===== config.mk =====
export PLATFORM = sky130hd
export DESIGN_NAME = seq_cmp
export DESIGN_NICKNAME = d
export VERILOG_FILES = /design/src/rtl/seq_cmp.sv
export SDC_FILE = /design/constraint.sdc
export NUM_CORES = 1
export LEC_CHECK = 0
export ABC_AREA = 0
export ABC_CLOCK_PERIOD_IN_PS = 1400
export BUFFER_PORTS_ARGS = -buffer_cell sky130_fd_sc_hd__buf_2
export CORE_ASPECT_RATIO = 1.4
export CORE_MARGIN = 2
export CORE_UTILIZATION = 28
export CTS_CLUSTER_DIAMETER = 80
export DETAILED_ROUTE_END_ITERATION = 16
export GPL_TIMING_DRIVEN = 0
export HOLD_SLACK_MARGIN = 0.1
export PLACE_DENSITY = 0.46
export REMOVE_ABC_BUFFERS = 1
export SLEW_MARGIN = 20
export SYNTH_ARGS = -nofsm -noshare
export SYNTH_HDL_FRONTEND = slang
export SYNTH_SLANG_ARGS = --single-unit

===== constraint.sdc =====
create_clock -name clk -period 1.4 [get_ports clk]
set_input_delay 0 -clock clk [delete_from_list [all_inputs] [get_ports clk]]
set_output_delay 0 -clock clk [all_outputs]
set_load 0.005 [all_outputs]

===== src/rtl/seq_cmp.sv =====
// Multi-cycle WIDTH-bit magnitude comparator (eq/lt/gt, signed or unsigned), BPC bits per clock, MSB chunk first.
// Define SEQ_CMP_EARLY_EXIT_EN to finish on the first differing chunk instead of always taking N cycles.
module seq_cmp #(
  parameter int WIDTH = 8,
  parameter int BPC   = 1
) (
  input  logic             clk,
  input  logic             rst_n,
  input  logic             start,
  input  logic             signed_md,
  input  logic [WIDTH-1:0] a,
  input  logic [WIDTH-1:0] b,
  output logic             busy,
  output logic             done,
  output logic             eq,
  output logic             lt,
  output logic             gt
);

  localparam int N  = WIDTH / BPC;
  localparam int CW = (N > 1) ? $clog2(N) : 1;
  localparam logic [CW-1:0]    LAST = CW'(N - 1);
  localparam logic [WIDTH-1:0] MSB  = {1'b1, {(WIDTH-1){1'b0}}};

  typedef enum logic [1:0] {
    IDLE = 2'd0,
    RUN  = 2'd1,
    DONE = 2'd2
  } state_t;

  state_t state, state_nxt;

  logic [WIDTH-1:0] a_r, b_r;
  logic [CW-1:0]    cnt;
  logic             dlt, dgt;

  logic             accept;
  logic [BPC-1:0]   chunk_a, chunk_b;
  logic             undecided;
  logic             dlt_nxt, dgt_nxt;
  logic             last;
  logic             finish;

  assign busy = (state == RUN);
  assign done = (state == DONE);

  // Chunk decision: the operand registers shift left, so the chunk under test is always at the top
  always_comb begin
    accept    = start && ((state == IDLE) || (state == DONE));
    chunk_a   = a_r[WIDTH-1 -: BPC];
    chunk_b   = b_r[WIDTH-1 -: BPC];
    undecided = ~(dlt | dgt);
    dlt_nxt   = dlt | (undecided & (chunk_a < chunk_b));
    dgt_nxt   = dgt | (undecided & (chunk_a > chunk_b));
    last      = (cnt == LAST);
`ifdef SEQ_CMP_EARLY_EXIT_EN
    finish    = last | dlt_nxt | dgt_nxt;
`else
    finish    = last;
`endif
  end

  always_comb begin
    state_nxt = state;
    case (state)
      IDLE:    if (start) state_nxt = RUN;
      RUN:     if (finish) state_nxt = DONE;
      DONE:    state_nxt = start ? RUN : IDLE;
      default: state_nxt = IDLE;
    endcase
  end

  always_ff @(posedge clk or negedge rst_n) begin
    if (!rst_n) begin
      state <= IDLE;
    end else begin
      state <= state_nxt;
    end
  end

  // Datapath: flipping both MSBs in signed mode turns the signed compare into an unsigned one
  always_ff @(posedge clk or negedge rst_n) begin
    if (!rst_n) begin
      a_r <= '0;
      b_r <= '0;
      cnt <= '0;
      dlt <= 1'b0;
      dgt <= 1'b0;
      eq  <= 1'b0;
      lt  <= 1'b0;
      gt  <= 1'b0;
    end else if (accept) begin
      a_r <= a ^ (signed_md ? MSB : '0);
      b_r <= b ^ (signed_md ? MSB : '0);
      cnt <= '0;
      dlt <= 1'b0;
      dgt <= 1'b0;
    end else if (state == RUN) begin
      a_r <= a_r << BPC;
      b_r <= b_r << BPC;
      cnt <= cnt + 1'b1;
      dlt <= dlt_nxt;
      dgt <= dgt_nxt;
      if (finish) begin
        eq <= ~(dlt_nxt | dgt_nxt);
        lt <= dlt_nxt;
        gt <= dgt_nxt;
      end
    end
  end

endmodule


# ---- Word-level counts from Yosys, hierarchy flattened
# Cells that the tools add are included.
dict set report word_totals {
  regBits 26
  latchBits 0
  ramBits 0
  romBits 0
  input_bits 20
  output_inout_bits 5
  wordCells 49
  n_memories 0
}
dict set report classes {
  add_sub_neg 1
  multipliers 0
  div_mod_pow 0
  magnitude_cmp 2
  n_eq_ne 5
  shifts 0
  mux 15
  bitwise 11
  reduce_logical 6
}
# op n
set ops {}
lappend ops {{2-to-1 mux 8 bit} 5}
lappend ops {{bitwise XOR 8 bit} 2}
lappend ops {{2-to-1 mux 3 bit} 2}
lappend ops {{case mux 2 bit (3 select lines)} 1}
lappend ops {{2-to-1 mux 1 bit} 5}
lappend ops {{2-to-1 mux 2 bit} 2}
lappend ops {{bitwise OR 1 bit} 4}
lappend ops {{adder 3 x 1 -> 3 bit (second input constant)} 1}
lappend ops {{equality test 3 bit (second input constant)} 1}
lappend ops {{NOT 1 bit} 3}
lappend ops {{AND reduction 3 bit} 1}
lappend ops {{bitwise AND 1 bit} 2}
lappend ops {{equality test 2 x 1 -> 1 bit (second input constant)} 1}
lappend ops {{equality test 2 bit (second input constant)} 1}
lappend ops {{zero test 2 bit} 1}
lappend ops {{inequality test 2 x 1 -> 1 bit (second input constant)} 1}
lappend ops {{inequality test 2 bit (second input constant)} 1}
lappend ops {{AND reduction 2 bit} 1}
lappend ops {{nonzero test 2 bit} 1}
lappend ops {{greater-than comparator 1 bit} 1}
lappend ops {{logical AND 1 bit} 1}
lappend ops {{logical OR 1 bit} 1}
lappend ops {{< comparator 1 bit} 1}

# ---- Depth between registers and ports, before layout
# Gate-level depths: netlist (run 1).
dict set report logic_depth {
  depth_word 6
  ltp_mapped 5
  depth_no_buf 5
}

# ---- Worst setup path after synthesis (run 1)
# Ideal clock, no wire load.
dict set report synth_path {
  path_type {reg2reg}
  startpoint {register cnt[0]}
  endpoint {register eq}
  setup_ps 110
  arrival_time_ps 1079
  required_time_ps 1290
  slack_ps 211
  path_stages_with_launch 5
  n_path_buf 0
  period_less_slack_ps 1189
  cell_sequence {dfrtp_1 -> ha_1 -> ha_1 -> nand3b_1 -> o41ai_1}
}
dict set report synth_via {
  elab_chain_cells 2
}
# item line_no
set synth_lines {}
lappend synth_lines {{start, declared} 34} ;# logic [CW-1:0] cnt;
lappend synth_lines {{start signal, assigned} 101} ;# cnt <= cnt + 1'b1;
lappend synth_lines {{equality test 3 bit} 55} ;# last = (cnt == LAST);
lappend synth_lines {{AND reduction 3 bit (no line)} n/a}
lappend synth_lines {{end signal, assigned} 105} ;# eq <= ~(dlt_nxt | dgt_nxt);
lappend synth_lines {{end, declared} 15} ;# output logic eq,
# No other way between the ends.
# A chain may end at the register's enable or synchronous reset.

# ---- Final worst setup path (run 1)
dict set report layout_path {
  startpoint {register state[1]}
  endpoint {register cnt[0]}
}
dict set report layout_via {
  elab_chain_cells 4
  word_cells_on_any_way 7
  cone_classes {2 x eq/ne; 1 x mux; 4 x reduce/logical}
}
# item line_no
set layout_lines {}
lappend layout_lines {{start, declared} 31} ;# state_t state, state_nxt;
lappend layout_lines {{start signal, assigned} 77} ;# state <= state_nxt;
lappend layout_lines {{equality test 2 bit or zero test 2 bit (tied branches)} 49} ;# accept = start && ((state == IDLE) || (state == DONE));
lappend layout_lines {{logical OR 1 bit} 49}
lappend layout_lines {{logical AND 1 bit} 49}
lappend layout_lines {{2-to-1 mux 3 bit or nonzero test 2 bit (tied branches)} n/a}
# Several ways; a longest one is shown, not always the timed one.

==> key figures, run 1 <==
Status
  • Outcome: complete, no violations

Floorplanning
  • FP Rows: 27
  • Boundary pin count: 25
  • Die area: approximately 0.0046 mm2
  • Core Footprint: 0.00395 mm2
  • Die X: around 58 um
  • Starting Density: between 20% and 30%
  • Die Y: 79.8 um

Critical path
  • Worst setup EP type: register
  • Crit path capture: cnt[0]
  • Crit path max fanout: 11
  • R2R Setup Slk: 0.05 ns
  • Crit path required time: 1.56 ns
  • RR Startpoint: state[1]
  • CP Launch Type: register
  • Worst reg2reg endpoint: cnt[0]
  • Crit path DAT: 1.51 ns
  • Crit path launch: state[1]
  • Worst setup path category: register to register
  • R2R depth: 4

STA
  • Final Skew: 0.00331 ns
  • Worst-margin pin slew: around 0.59 ns
  • Final Hold Vio Count: 0
  • Unrepaired setup endpoints after global routing: false
  • Final min period: 1.35 ns
  • Final-report setup violation count: 0
  • Final period utilization: roughly 96%
  • F_max: 0.740 GHz
  • Rel. slew slack: 60.8%
  • Worst hold slack: 0.234 ns
  • Slew Limit Fails: 0

Logic synthesis
  • Synth area leaders: dfrtp_1, a22o_1, a21o_1, xor2_1, ha_1
  • Ys flop type: dfrtp_1
  • Post-Synthesis Cell Area: 0.00115 mm2
  • Share of flip-flops with an asynchronous set or reset: 100%
  • EDFF count, synth: 0
  • FF+latch count, synth: 26
  • Avg Inst Size Synth: roughly 12 um2
  • Synth cell types: 23
  • Synth top area share: 56.6%
  • Post-synthesis sequential area ratio: between 50 and 60%
  • Post-synthesis cell count: 93
  • Cell taking the most area after synthesis: dfrtp_1
  • Synth warn: 0

Finish
  • ANT cells: 0
  • Seq. cell area: 652 um2
  • Most frequent cells in the layout: dfrtp_1, buf_2, dlygate4sd3_1
  • Final core area utilization: ~41%
  • Filler cells: 393
  • Fin area: 0.00163 mm2
  • Layout cell share with drive strength beyond 1: roughly 29%
  • Post-layout nets: 166
  • Area taken by multi-input logic gates: 480 um2
  • Synth-to-Final Area Change: 41.7%
  • Most common cell after layout, fill and taps aside: dfrtp_1

Global route
  • Number of global-route vias before repair: 944
  • Largest net degree at the start of global routing: 27
  • GRT Resource Usage Total: 12.4%
  • Initial antenna violation count: 0
  • Grt total ovfl: 0
  • First-pass GRT wire length: 4270 um

Route
  • # DRC: 0
  • First-iteration detailed-routing DRC count: 7
  • Via Count: 910
  • Wire per inst: 13.3 um
  • ANT nets after route: 0
  • DRT Pass-1 Iters: 4
  • Via density: roughly 4.9
  • Routed Wire Length: 2480 um

CTS
  • CTS tree: done
  • Root Driver: clkbuf_8
  • Clock slew at reported path FFs: ~0.09 ns
  • H-Tree Depth: 1
  • Worst skew pair latency: about 0.27 ns
  • Clock buffer depth: 2
  • Clock tree sinks: 26
  • Num CTS Buffers: 3

Power and ir drop
  • VDD IR max: around 0.88 mV
  • Pleak: 0.856 nW
  • Pwr Density: 1980 mW/mm2

Job
  • Max-cap violation count: 0

Hold path
  • HP Class: input pin to register
  • Hold path startpoint: start

Placement
  • I/O Buffers: 24
  • Placer congestion estimate: between 0.6 and 0.7
  • DP Area: between 0.001 and 0.0015 mm2
  • Hpwl dp: approximately 1400 um
[flip-flops by register name, summed over array words and instances, names as in the netlist]
| name | flops |
|---|---|
| a_r | 8 |
| b_r | 8 |
| cnt | 3 |
| state | 2 |
| dgt | 1 |
| dlt | 1 |
| eq | 1 |
| gt | 1 |
| lt | 1 |
[layout make-up]
class	count	share of cell area (%)
well taps	43	3.30
clock buffers	4	3.38
flip-flops and latches	26	40.0
inverters	2	0.461
multi-input cells	62	29.5
repair buffers	49	23.3
[synth_stat cells, types with 2 or more instances]
library cell / number
nor2_1: 4
o21ai_0: 2
dfrtp_1: 26
ha_1: 2
a21oi_1: 2
nand2_1: 5
buf_6: 2
inv_1: 2
a21o_1: 13
o21ai_1: 2
xor2_1: 3
a22o_1: 16
mux2i_1: 2
nor3b_1: 2
buf_2: 2
[report_power, final]
part | total, mW | internal, mW | switching, mW | leakage [nW]
combinational | 1.42 | 0.806 | 0.616 | 0.500
sequential | 1.32 | 1.09 | 0.230 | 0.327
clock | 0.483 | 0.251 | 0.232 | 0.0288
total | 3.22 | 2.14 | 1.08 | 0.856
[worst max-delay path: stages, from the launching register on]
cell	delay, ns
dfrtp_1	0.42
and2b_4	0.37
nor2_4	0.07
buf_12	0.13
mux2_2	0.25
[logic make-up (layout without fill, tap and decap cells)]
family	count (synthesis)	count (layout)	synth area share [%]
AO/OA/AOI/OAI	36	36	24.0
flip-flops	26	26	56.6
AND/OR/NAND/NOR	16	18	8.05
buffers and inverters	7	55	4.14
XOR/XNOR	3	3	2.29
multiplexers	3	3	2.72
adder cells (fa/ha/maj)	2	2	2.18
[stage by stage]
step / worst slack [ns] / power [mW] / std cells / setup TNS, ns
after detailed placement: -0.450 / 2.45 / 155 / -6.35
after global placement: -0.443 / 2.40 / 155 / -6.25
after global routing: 0.0101 / 3.47 / 186 / 0
final: 0.0494 / 3.22 / 186 / 0
after floorplan: -0.0970 / 2.13 / 88 / -0.165
after CTS: 0.0247 / 3.20 / 183 / 0
[repair_timing]
item | CTS | global route
cloned | 2 | 0
hold buffers | 19 | 0
buffers inserted | 3 | 3
pin swaps | 1 | 0
endpoints found under the hold margin | 42 | 0
gates resized for setup | 2 | 1
setup endpoints to repair | 21 | 2
[how the worst min path moves through the flow]
stage | endpoint | cells after the start
2_1_floorplan | a_r[0] | 0
3_5_place_dp | a_r[1] | 1
4_1_cts | dlt | 3
6_report | dlt | 3
5_1_grt | dlt | 3
3_3_place_gp | a_r[1] | 1
[layer usage]
layer	up-vias	routed length [um]	global-route usage (%)
met1	445	1030	13.9
met2	23	1300	22.0
li1	437	-	-
met3	5	100	2.43
met5	-	0	0
met4	0	49	5.58
No activity file was read; power rests on OpenSTA's default activity.
==> run 2, diff against run 1 <==
--- a/config.mk
+++ b/config.mk
@@ -5,7 +5,7 @@
 export SDC_FILE = /design/constraint.sdc
 export NUM_CORES = 1
 export LEC_CHECK = 0
-export ABC_AREA = 0
+export ABC_AREA = 1
 export ABC_CLOCK_PERIOD_IN_PS = 1400
 export BUFFER_PORTS_ARGS = -buffer_cell sky130_fd_sc_hd__buf_2
 export CORE_ASPECT_RATIO = 1.4
==> key figures, run 2 <==
Route
  • # DRC: 1 (+1)
  • DRT Pass-1 Iters: 10 (+6)
  • Routed Wire Length: 2430 um (-1.9%)
  • ANT nets after route: 0 (unchanged)
  • First-iteration detailed-routing DRC count: 23 (+16)
  • Via Count: 1041 (+14%)
  • Via density: 4.61 (-5.9%)
  • Wire per inst: 10.8 um (-19%)

Finish
  • Largest registers: a_r (8), b_r (8), cnt (3)
  • Seq. cell area: 651 um2 (-0.19%)
  • Most common cell after layout, fill and taps aside: nand2_1
  • Filler cells: 414 (+5.3%)
  • Layout cell share with drive strength beyond 1: 19.7% (-9.0 points)
  • Most frequent cells in the layout: nand2_1, dfrtp_1, buf_2
  • Post-layout nets: 206 (+24%)
  • Synth-to-Final Area Change: 33.2%
  • Area taken by multi-input logic gates: 450 um2 (-6.3%)
  • ANT cells: 0 (unchanged)

Logic synthesis
  • Post-synthesis cell count: 139 (+49%)
  • EDFF count, synth: 0 (unchanged)
  • Avg Inst Size Synth: 8.44 um2 (-32%)
  • FF+latch count, synth: 26 (unchanged)
  • Synth area leaders: dfrtp_1, nand2_1, nand3_1, o21ai_0, nand2_4
  • Commonest cells in the netlist: nand2_1, dfrtp_1, nand3_1, nor2_1, o21ai_0
  • Top-count cell post-synth: nand2_1
  • Ys flop type: dfrtp_1
  • Synth top area share: 55.4% (-1.1 points)
  • Synth cell types: 15 (-35%)
  • Synth warn: 0 (unchanged)
  • Post-synthesis sequential area ratio: 55.4% (-1.1 points)
  • Cell taking the most area after synthesis: dfrtp_1
  • Post-Synthesis Cell Area: 0.00117 mm2 (+2.1%)
  • Share of flip-flops with an asynchronous set or reset: 100% (unchanged)

STA
  • Final Hold Vio Count: 0 (unchanged)
  • Slew Limit Fails: 0 (unchanged)
  • Final period utilization: 92.6% (-3.9 points)
  • Worst setup margin: 0.104 ns (+0.0547 ns)
  • Final min period: 1.30 ns (-0.0547 ns)
  • Rel. slew slack: 60.1% (-0.71 points)
  • F_max: 0.772 GHz (+4.2%)
  • Worst-margin pin slew: 0.598 ns (+0.0106 ns)
  • Final-report setup violation count: 0 (unchanged)
  • Setup_tns: 0 ns (unchanged)
  • Final Skew: 0.00281 ns (-0.000495 ns)
  • Unrepaired setup endpoints after global routing: false
  • Worst hold slack: 0.113 ns (-0.120 ns)

CTS
  • Root Driver: clkbuf_8
  • Num CTS Buffers: 3 (unchanged)
  • Worst skew pair latency: 0.27 ns (about the same)
  • H-Tree Depth: 1 (unchanged)
  • Clock slew at reported path FFs: 0.09 ns (about the same)
  • Setup Buffers After CTS: 0 (-3)
  • CTS tree: done
  • Clock tree sinks: 26 (unchanged)
  • Clock buffer depth: 2 (unchanged)

Job
  • Max-cap violation count: 0 (unchanged)

Power and ir drop
  • Seq pwr share: 43.9% (+3.0 points)
  • Clock network fraction of design power: 17.3% (+2.3 points)
  • Switching share of power: 38.6% (+5.2 points)
  • Switching pwr: 1.12 mW (+3.6%)
  • Pleak: 0.822 nW (-3.9%)
  • VDD IR max: 0.663 mV (-25%)
  • Pwr Density: 1850 mW/mm2 (-6.5%)
  • Int Pwr: 1.77 mW (-17%)
  • Logic gate share of total power: 38.8% (-5.3 points)

Critical path
  • Worst setup EP type: register
  • Crit path required time: 1.60 ns (+0.04 ns)
  • CP Launch Type: input pin
  • Crit path max fanout: 2 (-9)
  • Worst setup path category: input pin to register
  • Crit path DAT: 1.50 ns (about the same)

Hold path
  • HP Class: input pin to register

Floorplanning
  • Boundary pin count: 25 (unchanged)
  • FP Rows: 27 (unchanged)
  • Die Y: 80.6 um (+0.97%)
  • Core Footprint: 0.00399 mm2 (+0.85%)
  • Starting Density: 29.4% (+0.35 points)
  • Die X: 58.7 um (+0.95%)
  • Die area: 0.00473 mm2 (+1.9%)

Global route
  • Number of global-route vias before repair: 1026 (+8.7%)
  • First-pass GRT wire length: 4370 um (+2.4%)
  • Largest net degree at the start of global routing: 27 (unchanged)
  • Grt total ovfl: 0 (unchanged)
  • GRT Resource Usage Total: 12.1% (-0.31 points)
  • Initial antenna violation count: 0 (unchanged)

Placement
  • I/O Buffers: 24 (unchanged)
  • Hpwl dp: 1600 um (+13%)
  • Worst slack, placed: 0.210 ns (+0.660 ns)
  • Placer congestion estimate: 0.735 (+13%)

Status
  • Outcome: complete, but fails checks
  • Failing checks: design-rule violations
[run 2: cell count changes after synthesis, sizes merged, moves of 3 or more]
cell / previous run / this run
nand3: 0 / 12
xor2: 3 / 0
nand2: 5 / 66
nor2: 5 / 8
a22o: 16 / 0
o21ai: 4 / 7
inv: 2 / 10
a21o: 13 / 0
[run 2: metal layers]
layer	up-vias	wire [um]	share of wire, %	track usage, %
met2	24	1240	51	21.0
li1	524	-	-	-
met4	0	46	1.9	5.45
met1	488	1050	43	14.2
met3	5	93	3.8	1.93
met5	-	0	0	0
[run 2: cell type report]
class                   instances  share of cell area (%)
clock buffers                   4                    3.52
inverters                      10                    2.72
multi-input cells             100                    28.8
flip-flops and latches         26                    41.6
well taps                      43                    3.44
repair buffers                 43                    19.9
[run 2: worst max-delay path: stages]
cell and delay, ns:
dlygate4sd3_1 0.54, buf_2 0.13, nand2_1 0.04, dlygate4sd3_1 0.55, nand3_1 0.08, a21oi_1 0.16
[run 2: repair_timing]
action	CTS	global route
resized for setup	0	0
endpoints found under the hold margin	45	0
hold buffers	19	0
[run 2: cells by family (layout without fill, tap and decap cells)]
kind of cell / Yosys count / after routing / synth area share [%]
and+or+nand+nor: 86 / 86 / 30.9
DFF: 26 / 26 / 55.4
buffers and inverters: 13 / 57 / 6.18
AOI/OAI and AO/OA: 12 / 12 / 5.33
adders and majority gates: 2 / 2 / 2.13
[run 2: metrics by stage]
| stage | power [mW] | instance area, um2 | utilization (%) | instances |
|---|---|---|---|---|
| after floorplan | 2.06 | 1140 | - | 136 |
| after global placement | 2.37 | 1320 | 33.1 | 203 |
| after detailed placement | 2.40 | 1320 | 33.1 | 203 |
| after CTS | 2.95 | 1560 | 39.2 | 226 |
| after global routing | 3.19 | 1560 | 39.2 | 226 |
| final | 2.89 | 1560 | 39.2 | 226 |
[run 2: final timing paths]
kind | slack (ns) | start | depth (start not counted) | endpoint
setup / recovery | 0.10 | b[7] | 6 | b_r[7]
hold / removal | 0.11 | signed_md | 5 | a_r[7]
setup reg to reg | 0.21 | state[0] | 6 | a_r[7]
hold reg to reg | 0.48 | cnt[0] | 1 | cnt[0]
max in group asynchronous | 0.74 | rst_n | 2 | a_r[6]
min in group asynchronous | 0.26 | rst_n | 2 | a_r[7]
[run 2: power groups by stage]
stage	logic (mW)	registers, mW	clock network, mW
finish	1.12	1.27	0.501
global route	1.33	1.31	0.542
CTS	1.16	1.27	0.516
detailed placement	1.11	1.29	0
global placement	1.09	1.28	0
floorplan	0.809	1.25	0
==> run 3, diff against run 2 <==
--- a/config.mk
+++ b/config.mk
@@ -11,6 +11,7 @@
 export CORE_ASPECT_RATIO = 1.4
 export CORE_MARGIN = 2
 export CORE_UTILIZATION = 28
+export CTS_BUF_LIST = sky130_fd_sc_hd__clkbuf_2
 export CTS_CLUSTER_DIAMETER = 80
 export DETAILED_ROUTE_END_ITERATION = 16
 export GPL_TIMING_DRIVEN = 0
==> key figures, run 3 (same netlist as run 2, synthesis figures left out) <==
Finish
  • Post-layout nets: 208 (+0.97%)
  • Most frequent cells in the layout: nand2_1, dfrtp_1, buf_2
  • Seq. cell area: 651 um2 (unchanged)
  • Area taken by multi-input logic gates: 450 um2 (unchanged)
  • ANT cells: 0 (unchanged)
  • Filler cells: 416 (+0.48%)
  • Layout cell share with drive strength beyond 1: 18.9% (-0.75 points)
  • Largest registers: a_r (8), b_r (8), cnt (3)
  • Synth-to-Final Area Change: 32.2%
  • Most common cell after layout, fill and taps aside: nand2_1

Route
  • DRT Pass-1 Iters: 10 (unchanged)
  • First-iteration detailed-routing DRC count: 24 (+4.3%)
  • # DRC: 1 (unchanged)
  • ANT nets after route: 0 (unchanged)
  • Wire per inst: 10.7 um (-0.22%)
  • Via Count: 1047 (+0.58%)
  • Routed Wire Length: 2450 um (+0.66%)
  • Via density: 4.59 (-0.31%)

CTS
  • Num CTS Buffers: 3 (unchanged)
  • Setup Buffers After CTS: 0 (unchanged)
  • Clock slew at reported path FFs: 0.26 ns (+0.17 ns)
  • CTS tree: done
  • Clock buffer depth: 2 (unchanged)
  • Clock tree sinks: 26 (unchanged)
  • Root Driver: clkbuf_2
  • H-Tree Depth: 1 (unchanged)
  • Worst skew pair latency: 0.36 ns (+0.09 ns)

Floorplanning
  • Die Y: 80.6 um (unchanged)
  • Core Footprint: 0.00399 mm2 (unchanged)
  • Starting Density: 29.4% (unchanged)
  • FP Rows: 27 (unchanged)
  • Die X: 58.7 um (unchanged)
  • Die area: 0.00473 mm2 (unchanged)
  • Boundary pin count: 25 (unchanged)

Global route
  • Met3 Usage GRT: 1.45% (-0.48 points)
  • Grt total ovfl: 0 (unchanged)
  • Gr busiest metal: met2
  • First-pass GRT wire length: 4420 um (+1.1%)
  • Number of global-route vias before repair: 1058 (+3.1%)
  • Largest net degree at the start of global routing: 27 (unchanged)
  • Met2 usage: 21.5% (+0.45 points)
  • GRT Resource Usage Total: 12.1% (+0.070 points)
  • Initial antenna violation count: 0 (unchanged)
  • Met1 usage: 14.3% (+0.12 points)

Power and ir drop
  • Pwr Density: 1740 mW/mm2 (-5.7%)
  • VDD IR max: 0.554 mV (-17%)
  • Power, Total: 2.70 mW (-6.4%)
  • Pleak: 0.816 nW (-0.73%)

Status
  • Failing checks: design-rule violations
  • Outcome: complete, but fails checks

Critical path
  • Worst setup path category: register to output pin
  • Crit-path cells: inv_1, nand2_2, inv_8, buf_2
  • R2R Setup Slk: 0.19 ns (-0.02 ns)
  • Crit path DAT: 1.29 ns (-0.21 ns)
  • Crit path required time: 1.40 ns (-0.20 ns)
  • CP Launch Type: register
  • Worst setup EP type: output pin
  • Crit-path max cell delay: 0.42 ns (-0.13 ns)
  • Crit path max fanout: 19 (+17)
  • Critical path's slowest cell: dfrtp_1

STA
  • Final Hold Vio Count: 0 (unchanged)
  • Unrepaired setup endpoints after global routing: false
  • Worst-margin pin slew: 0.591 ns (-0.00705 ns)
  • Final-report setup violation count: 0 (unchanged)
  • Final min period: 1.29 ns (-0.00343 ns)
  • Rel. slew slack: 60.6% (+0.47 points)
  • Final period utilization: 92.3% (-0.24 points)
  • F_max: 0.774 GHz (+0.27%)
  • Setup_tns: 0 ns (unchanged)
  • Final Skew: 0.0149 ns (+0.0120 ns)
  • Slew Limit Fails: 0 (unchanged)

Placement
  • Placer congestion estimate: 0.735 (unchanged)
  • I/O Buffers: 24 (unchanged)
  • Hpwl dp: 1600 um (unchanged)

Job
  • Max-cap violation count: 0 (unchanged)

Hold path
  • HP Class: input pin to asynchronous set/reset pin
==> run 3: cell count changes in the layout (fill, tap and decap cells not counted) <==
cell	previous run	this run
inv_4	2	1
inv_8	0	1
clkbuf_8	4	0
dlygate4sd3_1	19	21
clkinv_1	0	1
clkbuf_2	0	3
==> run 3: layout make-up <==
class	instances	share of cell area [%]
Clock buffer	3	0.968
Sequential cell	26	41.9
Multi-Input combinational cell	100	29.0
Timing Repair Buffer	45	21.3
Clock inverter	1	0.242
Tap cell	43	3.47
Inverter	10	3.06
==> run 3: through the flow <==
stage	setup slack (ns)	instances	instance area [um2]	hold slack (ns)	utilization, %
4_1_cts	0.0151	228	1550	0.137	38.8
5_1_grt	0.0140	228	1550	0.162	38.9
6_report	0.108	228	1550	0.127	38.9
3_5_place_dp	0.210	203	1320	0.0436	33.1
3_3_place_gp	0.228	203	1320	0.0417	33.1
2_1_floorplan	0.295	136	1140	-0.296	-
==> run 3: power breakdown <==
group / switching (mW) / internal [mW] / leakage [nW]
registers: 0.179 / 1.09 / 0.327
logic: 0.702 / 0.442 / 0.475
clock network: 0.234 / 0.0620 / 0.0140
==> run 3: path summary, 6_finish.rpt <==
path	depth (start not counted)	start	to
setup / recovery	4	state[1]	busy
hold / removal	2	rst_n	dlt
hold reg to reg	1	cnt[0]	cnt[0]
setup reg to reg	6	state[0]	a_r[7]
min in group clk	4	a[0]	a_r[0]
max in group asynchronous	2	rst_n	a_r[3]
==> run 3: worst max-delay path: cells and delay by family (launching register included) <==
family / cells / cell delay [ns]
AND/OR/NAND/NOR: 1 / 0.14
flip-flops: 1 / 0.42
buffers and inverters: 3 / 0.36
==> run 3: routing by layer <==
metal  share of wire, %  up-vias
met5                  0        -
met4                1.4        0
met3                3.5        4
met2                 52       23
met1                 43      493
li1                   -      527
==> run 3: timing repair <==
item,4_1_cts,5_1_grt
resized for setup,0,2
hold buffers,21,0
setup endpoints to repair,0,1
endpoints found under the hold margin,46,0
